==> src/rtl/bsg_mcl_gearbox_pkg.sv <==
`default_nettype none
// ============================================================================
// Package : bsg_mcl_gearbox_pkg
// Brief   : Shared width helpers for the manycore-link word/packet gearbox.
// Rev     : 1.0 - initial release
// ============================================================================
package bsg_mcl_gearbox_pkg;

  function automatic int words_f(input int fifo_width, input int word_width);
    return fifo_width / word_width;
  endfunction

  // Index registers stay at least one bit wide even for single-word packets
  function automatic int idx_width_f(input int n);
    return (n <= 2) ? 1 : $clog2(n);
  endfunction

  function automatic int count_width_f(input int els, input int words);
    return $clog2(els * words + 1);
  endfunction

  localparam int default_words_lp = words_f(128, 32);

  typedef logic [idx_width_f(default_words_lp)-1:0] word_idx_t;

endpackage
`default_nettype wire

==> src/rtl/bsg_counter_up_down.sv <==
`default_nettype none
// ============================================================================
// Module : bsg_counter_up_down
// Brief  : Saturation-checked up/down occupancy counter.
// Rev    : 1.0 - initial release
// ============================================================================
module bsg_counter_up_down #(
  parameter int max_val_p = 4,
  parameter int width_p   = $clog2(max_val_p + 1)
) (
  input  logic               clk_i,
  input  logic               reset_i,
  input  logic               up_i,
  input  logic               down_i,
  output logic [width_p-1:0] count_o
);

  logic [width_p-1:0] r_count;

  always_ff @(posedge clk_i) begin
    if (reset_i) begin
      r_count <= '0;
    end else if (up_i && !down_i) begin
      r_count <= r_count + width_p'(1);
    end else if (down_i && !up_i) begin
      r_count <= r_count - width_p'(1);
    end
  end

  assign count_o = r_count;

  a_no_overflow: assert property (@(posedge clk_i) disable iff (reset_i)
    !(up_i && !down_i && (r_count == width_p'(max_val_p))));
  a_no_underflow: assert property (@(posedge clk_i) disable iff (reset_i)
    !(down_i && !up_i && (r_count == '0)));

endmodule
`default_nettype wire

==> src/rtl/bsg_fifo_1r1w_small.sv <==
`default_nettype none
// ============================================================================
// Module : bsg_fifo_1r1w_small
// Brief  : Small register-array FIFO; head valid the cycle after enqueue.
// Rev    : 1.0 - initial release
// ============================================================================
module bsg_fifo_1r1w_small import bsg_mcl_gearbox_pkg::*; #(
  parameter  int width_p   = 128,
  parameter  int els_p     = 4,
  localparam int ptr_w_lp  = idx_width_f(els_p),
  localparam int cnt_w_lp  = $clog2(els_p + 1)
) (
  input  logic                clk_i,
  input  logic                reset_i,
  input  logic                enq_i,
  input  logic [width_p-1:0]  data_i,
  output logic                full_o,
  input  logic                deq_i,
  output logic                v_o,
  output logic [width_p-1:0]  data_o,
  output logic [cnt_w_lp-1:0] count_o
);

  logic [width_p-1:0]  r_mem [els_p];
  logic [ptr_w_lp-1:0] r_wr_ptr;
  logic [ptr_w_lp-1:0] r_rd_ptr;
  logic [cnt_w_lp-1:0] w_count;

  always_ff @(posedge clk_i) begin
    if (enq_i) begin
      r_mem[r_wr_ptr] <= data_i;
    end
  end

  always_ff @(posedge clk_i) begin
    if (reset_i) begin
      r_wr_ptr <= '0;
      r_rd_ptr <= '0;
    end else begin
      if (enq_i) begin
        r_wr_ptr <= (r_wr_ptr == ptr_w_lp'(els_p - 1)) ? '0 : r_wr_ptr + ptr_w_lp'(1);
      end
      if (deq_i) begin
        r_rd_ptr <= (r_rd_ptr == ptr_w_lp'(els_p - 1)) ? '0 : r_rd_ptr + ptr_w_lp'(1);
      end
    end
  end

  bsg_counter_up_down #(
    .max_val_p (els_p),
    .width_p   (cnt_w_lp)
  ) u_count (
    .clk_i   (clk_i),
    .reset_i (reset_i),
    .up_i    (enq_i),
    .down_i  (deq_i),
    .count_o (w_count)
  );

  // Full/empty come from registered state only, so no enq->rdy bypass exists
  assign full_o  = (w_count == cnt_w_lp'(els_p));
  assign v_o     = (w_count != '0);
  assign data_o  = r_mem[r_rd_ptr];
  assign count_o = w_count;

  a_no_enq_full: assert property (@(posedge clk_i) disable iff (reset_i) enq_i |-> !full_o);
  a_no_deq_empty: assert property (@(posedge clk_i) disable iff (reset_i) deq_i |-> v_o);

endmodule
`default_nettype wire

==> src/rtl/bsg_mcl_fifo_word_gearbox_unpacker.sv <==
`default_nettype none
// ============================================================================
// Module : bsg_mcl_word_unpacker
// Brief  : RX packet buffer served back one host word at a time, word 0 first.
// Rev    : 1.0 - initial release
// ============================================================================
module bsg_mcl_word_unpacker import bsg_mcl_gearbox_pkg::*; #(
  parameter  int fifo_width_p = 128,
  parameter  int word_width_p = 32,
  parameter  int els_p        = 4,
  localparam int words_lp     = words_f(fifo_width_p, word_width_p),
  localparam int idx_w_lp     = idx_width_f(words_lp),
  localparam int pkt_w_lp     = $clog2(els_p + 1),
  localparam int occ_w_lp     = count_width_f(els_p, words_lp)
) (
  input  logic                    clk_i,
  input  logic                    reset_i,
  input  logic                    fifo_v_i,
  input  logic [fifo_width_p-1:0] fifo_data_i,
  output logic                    fifo_rdy_o,
  output logic                    word_v_o,
  output logic [word_width_p-1:0] word_o,
  input  logic                    word_rdy_i,
  output logic [occ_w_lp-1:0]     occupancy_o
);

  logic                    w_full;
  logic                    w_enq;
  logic                    w_take;
  logic                    w_last;
  logic                    w_deq;
  logic [fifo_width_p-1:0] w_head;
  logic [pkt_w_lp-1:0]     w_pkts;
  logic [idx_w_lp-1:0]     r_idx;

  assign fifo_rdy_o = !w_full;
  assign w_enq      = fifo_v_i && !w_full;
  assign w_take     = word_v_o && word_rdy_i;
  assign w_last     = (r_idx == idx_w_lp'(words_lp - 1));
  assign w_deq      = w_take && w_last;

  bsg_fifo_1r1w_small #(
    .width_p (fifo_width_p),
    .els_p   (els_p)
  ) u_rx_fifo (
    .clk_i   (clk_i),
    .reset_i (reset_i),
    .enq_i   (w_enq),
    .data_i  (fifo_data_i),
    .full_o  (w_full),
    .deq_i   (w_deq),
    .v_o     (word_v_o),
    .data_o  (w_head),
    .count_o (w_pkts)
  );

  always_ff @(posedge clk_i) begin
    if (reset_i) begin
      r_idx <= '0;
    end else if (w_take) begin
      r_idx <= w_last ? '0 : r_idx + idx_w_lp'(1);
    end
  end

  assign word_o      = w_head[int'(r_idx) * word_width_p +: word_width_p];
  assign occupancy_o = occ_w_lp'(32'(w_pkts) * 32'(words_lp) - 32'(r_idx));

  // A nonzero index with no packet buffered would make the occupancy wrap
  a_idx_needs_pkt: assert property (@(posedge clk_i) disable iff (reset_i)
    (w_pkts != '0) || (r_idx == '0));
  a_occ_max: assert property (@(posedge clk_i) disable iff (reset_i)
    occupancy_o <= occ_w_lp'(els_p * words_lp));

endmodule
`default_nettype wire

==> src/rtl/bsg_mcl_fifo_word_gearbox.sv <==
`default_nettype none
// ============================================================================
// Module : bsg_mcl_fifo_word_gearbox
// Brief  : 32-bit host word <-> 128-bit manycore-link packet gearbox, TX + RX.
// Rev    : 1.0 - initial release
// ============================================================================
module bsg_mcl_fifo_word_gearbox import bsg_mcl_gearbox_pkg::*; #(
  parameter  int fifo_width_p = 128,
  parameter  int word_width_p = 32,
  parameter  int tx_els_p     = 4,
  parameter  int rx_els_p     = 4,
  localparam int words_lp     = words_f(fifo_width_p, word_width_p),
  localparam int cnt_w_lp     = idx_width_f(words_lp),
  localparam int tx_pkt_w_lp  = $clog2(tx_els_p + 1),
  localparam int tx_vac_w_lp  = count_width_f(tx_els_p, words_lp),
  localparam int rx_occ_w_lp  = count_width_f(rx_els_p, words_lp)
) (
  input  logic                    clk_i,
  input  logic                    reset_i,
  input  logic                    tx_word_v_i,
  input  logic [word_width_p-1:0] tx_word_i,
  output logic                    tx_word_rdy_o,
  output logic                    fifo_v_o,
  output logic [fifo_width_p-1:0] fifo_data_o,
  input  logic                    fifo_rdy_i,
  input  logic                    fifo_v_i,
  input  logic [fifo_width_p-1:0] fifo_data_i,
  output logic                    fifo_rdy_o,
  output logic                    rx_word_v_o,
  output logic [word_width_p-1:0] rx_word_o,
  input  logic                    rx_word_rdy_i,
  output logic [tx_vac_w_lp-1:0]  tx_vacancy_o,
  output logic [rx_occ_w_lp-1:0]  rx_occupancy_o
);

  logic [cnt_w_lp-1:0]     r_tx_cnt;
  logic [fifo_width_p-1:0] r_tx_asm;
  logic [fifo_width_p-1:0] w_tx_pkt;
  logic                    w_tx_last;
  logic                    w_tx_acc;
  logic                    w_tx_enq;
  logic                    w_tx_deq;
  logic                    w_tx_full;
  logic [tx_pkt_w_lp-1:0]  w_tx_pkts;
  logic [31:0]             w_tx_slots;

  assign w_tx_last     = (r_tx_cnt == cnt_w_lp'(words_lp - 1));
  assign tx_word_rdy_o = !(w_tx_last && w_tx_full);
  assign w_tx_acc      = tx_word_v_i && tx_word_rdy_o;
  assign w_tx_enq      = w_tx_acc && w_tx_last;
  assign w_tx_deq      = fifo_v_o && fifo_rdy_i;

  always_ff @(posedge clk_i) begin
    if (reset_i) begin
      r_tx_cnt <= '0;
    end else if (w_tx_acc) begin
      r_tx_cnt <= w_tx_last ? '0 : r_tx_cnt + cnt_w_lp'(1);
    end
  end

  // Assembly contents are don't-care after reset; r_tx_cnt alone tracks validity
  always_ff @(posedge clk_i) begin
    if (w_tx_acc) begin
      r_tx_asm[int'(r_tx_cnt) * word_width_p +: word_width_p] <= tx_word_i;
    end
  end

  always_comb begin
    w_tx_pkt = r_tx_asm;
    w_tx_pkt[(words_lp - 1) * word_width_p +: word_width_p] = tx_word_i;
  end

  bsg_fifo_1r1w_small #(
    .width_p (fifo_width_p),
    .els_p   (tx_els_p)
  ) u_tx_fifo (
    .clk_i   (clk_i),
    .reset_i (reset_i),
    .enq_i   (w_tx_enq),
    .data_i  (w_tx_pkt),
    .full_o  (w_tx_full),
    .deq_i   (w_tx_deq),
    .v_o     (fifo_v_o),
    .data_o  (fifo_data_o),
    .count_o (w_tx_pkts)
  );

  // Words parked in the assembly register while the buffer is full would take
  // the raw difference below zero; report no vacancy in that case instead.
  assign w_tx_slots   = (32'(tx_els_p) - 32'(w_tx_pkts)) * 32'(words_lp);
  assign tx_vacancy_o = (w_tx_slots > 32'(r_tx_cnt))
                      ? tx_vac_w_lp'(w_tx_slots - 32'(r_tx_cnt)) : '0;

  bsg_mcl_word_unpacker #(
    .fifo_width_p (fifo_width_p),
    .word_width_p (word_width_p),
    .els_p        (rx_els_p)
  ) u_rx (
    .clk_i       (clk_i),
    .reset_i     (reset_i),
    .fifo_v_i    (fifo_v_i),
    .fifo_data_i (fifo_data_i),
    .fifo_rdy_o  (fifo_rdy_o),
    .word_v_o    (rx_word_v_o),
    .word_o      (rx_word_o),
    .word_rdy_i  (rx_word_rdy_i),
    .occupancy_o (rx_occupancy_o)
  );

  a_width_multiple: assert property (@(posedge clk_i) (fifo_width_p % word_width_p) == 0);
  a_tx_vac_max: assert property (@(posedge clk_i) disable iff (reset_i)
    tx_vacancy_o <= tx_vac_w_lp'(tx_els_p * words_lp));

endmodule
`default_nettype wire

==> config.mk <==
export PLATFORM = sky130hd
export DESIGN_NAME = bsg_mcl_fifo_word_gearbox
export DESIGN_NICKNAME = d
export VERILOG_FILES = /design/src/rtl/bsg_mcl_gearbox_pkg.sv /design/src/rtl/bsg_counter_up_down.sv /design/src/rtl/bsg_fifo_1r1w_small.sv /design/src/rtl/bsg_mcl_fifo_word_gearbox_unpacker.sv /design/src/rtl/bsg_mcl_fifo_word_gearbox.sv
export SDC_FILE = /design/constraint.sdc
export NUM_CORES = 1
export LEC_CHECK = 0
export ABC_CLOCK_PERIOD_IN_PS = 11300
export CORE_ASPECT_RATIO = 0.9
export CORE_MARGIN = 1
export CORE_UTILIZATION = 30
export CTS_CLUSTER_DIAMETER = 50
export DETAILED_ROUTE_END_ITERATION = 10
export PLACE_DENSITY_LB_ADDON = 0.05
export REMOVE_ABC_BUFFERS = 1
export SLEW_MARGIN = 5
export SYNTH_ARGS = -nofsm -noshare
export SYNTH_HDL_FRONTEND = slang
export SYNTH_SLANG_ARGS = --single-unit
==> constraint.sdc <==
create_clock -name clk_i -period 11.3 [get_ports clk_i]
set_clock_uncertainty 0.15 [all_clocks]
set_input_delay 1.13 -clock clk_i [delete_from_list [all_inputs] [get_ports clk_i]]
set_output_delay 1.13 -clock clk_i [all_outputs]
set_load 0.01 [all_outputs]
==> results of run 1 <==
sequential cells by signal, indices dropped and copies added, names as in the netlist, named ones only:
name,cells
u_tx_fifo.r_mem,512
u_tx_fifo.r_wr_ptr,2
u_tx_fifo.u_count.count_o,3
u_rx.u_rx_fifo.u_count.count_o,3
r_tx_cnt,2
u_rx.u_rx_fifo.r_rd_ptr,2
u_rx.u_rx_fifo.r_mem,512
u_rx.r_idx,2
u_rx.u_rx_fifo.r_wr_ptr,2
r_tx_asm,96
u_tx_fifo.r_rd_ptr,2
worst register-to-register path: stages (launching register included):
cell and delay [ns]:
dfxtp_1 0.50, inv_1 0.09, ha_1 0.24, ha_1 0.23, nor2_1 0.47, and2_4 0.62
buf_4 0.82
power groups by stage:
stage | clock network, mW | registers [mW] | logic (mW)
global placement | 0 | 5.00 | 1.60
detailed placement | 0 | 5.01 | 1.60
CTS | 4.53 | 4.92 | 1.61
global route | 4.68 | 4.93 | 1.67
floorplan | 0 | 5.07 | 0.753
finish | 4.38 | 4.91 | 1.55
cell usage in the layout, fill, tap and decap left out, types with 3 or more instances in the layout:
master / count
clkdlybuf4s50_1: 339
a221oi_1: 32
and2_4: 4
clkinvlp_4: 9
mux2i_1: 70
clkinv_2: 18
clkinv_8: 3
o21ai_1: 31
mux4_2: 224
nand2_1: 10
o21ai_0: 5
buf_4: 33
a21oi_1: 44
dfxtp_4: 4
ha_1: 21
nor2_1: 19
a22oi_1: 32
clkbuf_1: 23
inv_1: 14
edfxtp_1: 1120
dfxtp_1: 17
inv_6: 8
and3_4: 4
bufinv_16: 13
clkbuf_16: 146
clkinv_1: 27
and2_1: 96
nor3b_2: 3
and2_2: 4
or3_1: 6
xor2_1: 7
per-stage QoR:
step                      utilization (%)  worst slack (ns)  hold slack [ns]
after floorplan                         -              3.46            0.306
after global placement               34.4              5.99            0.314
after detailed placement             34.4              5.97            0.329
after CTS                            37.6              5.16            0.338
after global routing                 37.6              5.07            0.346
final                                37.6              5.51            0.340
final cells by class:
cell class	count	area (um2)
multi-input cells	629	8040
well taps	1848	2310
repair buffers	374	3680
flip-flops and latches	1142	34100
fillers	12795	87500
diodes	2	5.00
clock buffers	169	3740
inverters	15	56.3
clock inverters	82	808
metal layers:
layer | track usage (%) | vias up
li1 | - | 8731
met1 | 18.2 | 10339
met2 | 24.3 | 468
met3 | 4.01 | 191
met4 | 4.21 | 24
met5 | 0 | -
cell families (layout without fill, tap and decap cells):
logic type	after synthesis	after routing
flops	1142	1142
mux	294	294
simple gates	157	157
compound gates	146	146
buf+inv	106	640
fa+ha+maj	23	23
xor+xnor	9	9
other cells	0	2
cells in the mapped netlist (21+ instances only):
cell      count
a22oi_1      32
a221oi_1     32
buf_2        32
mux2i_1      70
o21ai_1      31
clkbuf_1     47
ha_1         21
a21oi_1      44
and2_1      104
dfxtp_1      22
edfxtp_1   1120
mux4_2      224
how the worst min path moves through the flow:
stage | endpoint | slack [ns]
floorplan | register | 0.31
global placement | u_tx_fifo.r_mem[3][76] | 0.31
detailed placement | u_tx_fifo.r_mem[0][15] | 0.33
CTS | u_tx_fifo.r_mem[0][13] | 0.34
global route | u_tx_fifo.r_mem[0][30] | 0.35
finish | u_tx_fifo.r_mem[0][87] | 0.34
==> insert_results.sql, run 1 <==
INSERT INTO impl_metrics (metric_group, metric, value, unit) VALUES
('routing', 'final_antenna_net_count', '0', ''),
('critical_path', 'timing.critical_path.slowest_cell_delay', '0.84', 'ns'),
('placed_design', 'place.gp.congestion', '0.682', ''),
('placed_design', 'dp_hpwl', '57.3', 'mm'),
('grt', 'grt_pass1_vias', '21556', ''),
('synthesis', 'synth_compound_gate_area_share', '2.20', '%'),
('grt', 'grt_antenna_before_repair', '21', ''),
('routing', 'detail_route.first_pass.iterations', '4', ''),
('grt', 'grt.total_usage', '14.5', '%'),
('routing', 'remaining_drcs', '0', ''),
('synthesis', 'syn_area', '0.0425', 'mm2'),
('die', 'initial_core_util', '30.3', '%'),
('layout', 'drive_gt1_share', '20.1', '%'),
('synthesis', 'synth_async_sr_flop_share', '0', '%'),
('critical_path', 'critical_path_arrival', '4.51', 'ns'),
('synthesis', 'average_cell_area_after_synthesis', '22.7', 'um2'),
('routing', 'drt_met1_wl', '43.2', 'mm'),
('placed_design', 'post_dp_cell_area', '0.0482', 'mm2'),
('clocking', 'tritoncts', 'yes', ''),
('min_path', 'timing.hold.worst.start', 'r_tx_asm[87]', ''),
('die', 'die-area', '0.143', 'mm2'),
('die', 'fp.dieW', '399', 'um'),
('synthesis', 'proportion_of_synthesized_area_in_mux_cells', '13.5', '%'),
('placed_design', 'total_instance_count_after_detailed_placement', '4008', ''),
('routing', 'met3WireLength', '5.92', 'mm'),
('min_path', 'holdCritPathClass', 'reg -> reg', ''),
('routing', 'met2RoutedLength', '51.7', 'mm'),
('synthesis', 'yosys-top-cells-area', 'edfxtp_1 (79%), mux4_2 (12%), mux2i_1 (1.6%), and2_1 (1.5%), dfxtp_1 (1.0%)', ''),
('layout', 'num-nets-final', '2493', ''),
('grt', 'grt_overflow_total', '0', ''),
('sta', 'layout_worst_path_cycle_share', '51.2', '%'),
('critical_path', 'critical_path.reg2reg.startpoint', 'u_tx_fifo.u_count.count_o[0]', ''),
('sta', 'setup-tns-final', '0', 'ns'),
('pwr', 'power.switching', '2.57', 'mW'),
('grt', 'grt_max_degree', '116', ''),
('routing', 'vias_per_cell', '4.64', ''),
('synthesis', 'synth_largest_type_area_fraction', '79.1', '%'),
('critical_path', 'timing.critical_path.buf_inv', '3', ''),
('grt', 'grt_pass1_wl', '151', 'mm'),
('critical_path', 'critPathMostFrequentCell', 'buf_4', ''),
('critical_path', 'cell_family_with_the_largest_share_of_critical_path_delay', 'buffers and inverters', ''),
('die', 'top_level_ports', '340', ''),
('sta', 'relative_slew_slack', '33.1', '%'),
('critical_path', 'worstSetupStartpointType', 'register', ''),
('clocking', 'number_of_buffers_added_by_the_clock_tree_synthesis_step', '142', ''),
('critical_path', 'slowest_stage', 'buf_4', ''),
('pwr', 'internal_power', '8.26', 'mW'),
('clocking', 'clock-sinks', '1142', ''),
('critical_path', 'ff2ff_path_depth', '6', ''),
('synthesis', 'ys_dominant_reg_cell', 'edfxtp_1', ''),
('outcome', 'outcome', 'complete, no violations', ''),
('critical_path', 'cp-end-kind', 'output pin', ''),
('routing', 'finalWirelength', '103', 'mm'),
('synthesis', 'synthAdderAreaFrac', '0.712', '%'),
('die', 'chipHeight', '359', 'um'),
('synthesis', 'synth_edf_count', '1120', ''),
('layout', 'finish.cell_count_without_fillers', '4261', ''),
('synthesis', 'main_combinational_cell_family_by_area_after_synthesis', 'multiplexers', ''),
('synthesis', 'synthesis.instances', '1877', ''),
('clocking', 'postCtsResizedCells', '0', ''),
('layout', 'layout-area-overhead-vs-synth', '24.0', '%'),
('synthesis', 'yosys.cell_types.count', '32', ''),
('critical_path', 'r2r_setup_slack', '7.70', 'ns'),
('sta', 'min_period', '5.79', 'ns'),
('sta', 'actual_transition_at_the_worst_max_transition_pin', '1.00', 'ns'),
('clocking', 'clock_tree.buffer_depth', '3', ''),
('critical_path', 'worst_setup_path_endpoint', 'rx_word_o[9]', ''),
('sta', 'slew_viol_final', '0', ''),
('clocking', 'clock-root-buffer', 'clkbuf_16', ''),
('critical_path', 'critPathMaxFanout', '44', ''),
('pwr', 'ir_worst_vdd', '0.000133', 'V');
No activity file was read; power rests on OpenSTA's default activity.
==> run 2: changes to the inputs <==
- ABC_CLOCK_PERIOD_IN_PS: 11300 -> 4900
- clock period: 11.3 -> 4.9 ns (I/O delays scaled with it)
==> run 2 against run 1 <==
Sequential power increased by 130%; sequential cell count unchanged; die area unchanged; cell area is 1.1% higher; clock power increased by 140%; global-route usage is 0.23 points higher; total power increased by 130%; cell count up 0.68%; register-to-register slack worse by 6.1 ns; critical path type unchanged; largest cell class unchanged; largest power group unchanged.
==> insert_results.sql, run 2 (same netlist as run 1, synthesis figures left out) <==
INSERT INTO impl_metrics (metric_group, metric, value, unit) VALUES
('outcome', 'outcome', 'complete, no violations', ''),
('critical_path', 'critPathRequiredTime', '4.26', 'ns'),
('grt', 'grt_max_degree', '97', ''),
('die', 'top_level_ports', '340', ''),
('critical_path', 'cp-end-kind', 'output pin', ''),
('clocking', 'ctsHoldBuffers', '0', ''),
('clocking', 'number_of_buffers_added_by_the_clock_tree_synthesis_step', '145', ''),
('sta', 'timing.fmax', '238', 'MHz'),
('clocking', 'clk_pin_slew_worst_paths', '0.05', 'ns'),
('sta', 'slew_viol_final', '0', ''),
('routing', 'dr.first_iter.drc_count', '975', ''),
('sta', 'setup_viols_final', '0', ''),
('layout', 'utilization', '38.0', '%'),
('die', 'chipHeight', '359', 'um'),
('flow_run', 'cap_viol_max_count', '0', ''),
('clocking', 'clock-root-buffer', 'clkbuf_16', ''),
('routing', 'final_antenna_net_count', '0', ''),
('critical_path', 'worstSetupStartpointType', 'register', ''),
('routing', 'finalWirelength', '105', 'mm'),
('sta', 'setup-tns-final', '0', 'ns'),
('layout', 'layout.cells.most_common', 'edfxtp_1', ''),
('sta', 'min_period', '4.20', 'ns'),
('min_path', 'holdCritPathClass', 'in -> reg', ''),
('placed_design', 'place.gp.congestion', '0.672', ''),
('critical_path', 'critPathKind', 'reg -> out', ''),
('layout', 'drive_gt1_share', '21.0', '%'),
('pwr', 'share_clk_of_total_power', '41.0', '%'),
('clocking', 'tritoncts', 'yes', ''),
('pwr', 'internal_power', '19.3', 'mW'),
('routing', 'detail_route.first_pass.iterations', '5', ''),
('placed_design', 'total_instance_count_after_detailed_placement', '4028', ''),
('routing', 'vias_per_cell', '4.63', ''),
('die', 'die-area', '0.143', 'mm2'),
('pwr', 'power.switching_fraction', '23.9', '%'),
('clocking', 'clock-sinks', '1142', ''),
('layout', 'layout.cells.most_common_list', 'edfxtp_1 (1120), clkdlybuf4s50_1 (339), mux4_2 (224)', ''),
('pwr', 'ir_worst_vdd', '0.000226', 'V'),
('clocking', 'ctsHtreeMaxLevel', '4', ''),
('clocking', 'worstSkewPairLatency', '0.75', 'ns'),
('placed_design', 'pre_cts_slack', '1.39', 'ns'),
('sta', 'layout_worst_path_cycle_share', '85.8', '%'),
('pwr', 'leakage', '16.8', 'nW'),
('placed_design', 'post_dp_cell_area', '0.0486', 'mm2'),
('layout', 'finish.cell_count_without_fillers', '4290', ''),
('clocking', 'postCtsResizedCells', '0', ''),
('grt', 'grt_antenna_before_repair', '18', ''),
('die', 'fp.dieW', '399', 'um'),
('pwr', 'p_total', '25.4', 'mW'),
('die', 'initial_core_util', '30.3', '%'),
('grt', 'grt_overflow_total', '0', ''),
('grt', 'grt.total_usage', '14.7', '%'),
('routing', 'wl_cell', '24.5', 'um'),
('grt', 'grt_pass1_wl', '152', 'mm'),
('pwr', 'combinationalPowerShare', '14.3', '%'),
('pwr', 'power.density_cell_area', '476', 'mW/mm2'),
('clocking', 'clock_tree.buffer_depth', '3', ''),
('sta', 'setup_slack', '0.697', 'ns'),
('placed_design', 'port_buffers', '339', ''),
('placed_design', 'dp_hpwl', '60.0', 'mm'),
('sta', 'report.final.hold_viol_count', '0', ''),
('critical_path', 'critPathMaxFanout', '32', ''),
('layout', 'biggestRegsByFlops', 'u_rx.u_rx_fifo.r_mem (512), u_tx_fifo.r_mem (512), r_tx_asm (96)', ''),
('routing', 'num_vias', '19844', ''),
('pwr', 'power.switching', '6.06', 'mW'),
('routing', 'remaining_drcs', '0', ''),
('die', 'rows', '130', ''),
('sta', 'rsz0062_at_grt', 'no', ''),
('layout', 'stdcell_area', '0.0533', 'mm2'),
('critical_path', 'critical_path_arrival', '3.56', 'ns'),
('grt', 'grt_pass1_vias', '21714', ''),
('die', 'core', '0.140', 'mm2'),
('sta', 'actual_transition_at_the_worst_max_transition_pin', '1.10', 'ns'),
('clocking', 'postCtsSetupBuffers', '0', ''),
('sta', 'relative_slew_slack', '26.6', '%'),
('sta', 'fin_hold_ws', '0.219', 'ns'),
('layout', 'layout-area-overhead-vs-synth', '25.3', '%'),
('pwr', 'sequential_power_share', '44.7', '%'),
('layout', 'num-nets-final', '2516', '');
-- run 2: cell count changes in the layout (fill, tap and decap cells not counted), moves of 3 or more --
cell       change
buf_12        +20
clkbuf_16      +4
clkbuf_8       +3
clkinv_8       -3
-- run 2: power by group through the flow --
stage | logic [mW] | clock network, mW | registers (mW)
final | 3.63 | 10.4 | 11.3
after detailed placement | 3.77 | 0 | 11.6
after global placement | 3.77 | 0 | 11.5
after floorplan | 1.74 | 0 | 11.7
after global routing | 3.93 | 11.1 | 11.4
after CTS | 3.78 | 10.8 | 11.4
-- run 2: area by class of cell --
cell class	instances	area (um2)
timing repair buffer	394	4080
sequential	1142	34100
multi-input combinational	629	8040
clock buffer	177	3880
inverter	15	56.3
antenna	3	7.51
fill	12718	86900
clock inverter	82	843
tap	1848	2310
-- run 2: routing by layer --
| layer | track usage (%) | wire, um | vias to the layer above |
|---|---|---|---|
| met5 | 0 | 149 | - |
| met3 | 4.05 | 5600 | 174 |
| met2 | 24.7 | 52600 | 426 |
| met4 | 4.42 | 2070 | 24 |
| met1 | 18.4 | 44500 | 10451 |
| li1 | - | - | 8769 |
-- run 2: critical path, cell delays in order, from the launching register on --
cell and delay, ns:
dfxtp_4 0.71, buf_4 0.37, mux2i_1 0.11, a221oi_1 0.62, a21oi_1 0.08, o21ai_1 0.31, clkdlybuf4s50_1 0.60
-- run 2: final timing paths --
kind	endpoint	cells after the start	start	slack [ns]
worst max-delay path	rx_word_o[9]	6	register	0.70
worst min-delay path	u_rx.u_rx_fifo.r_mem[3][70]	1	fifo_data_i[70]	0.22
worst max register to register	u_tx_fifo.r_mem[0][86]	6	u_tx_fifo.u_count.count_o[0]	1.63
worst min register to register	u_tx_fifo.r_mem[2][61]	0	r_tx_asm[61]	0.33
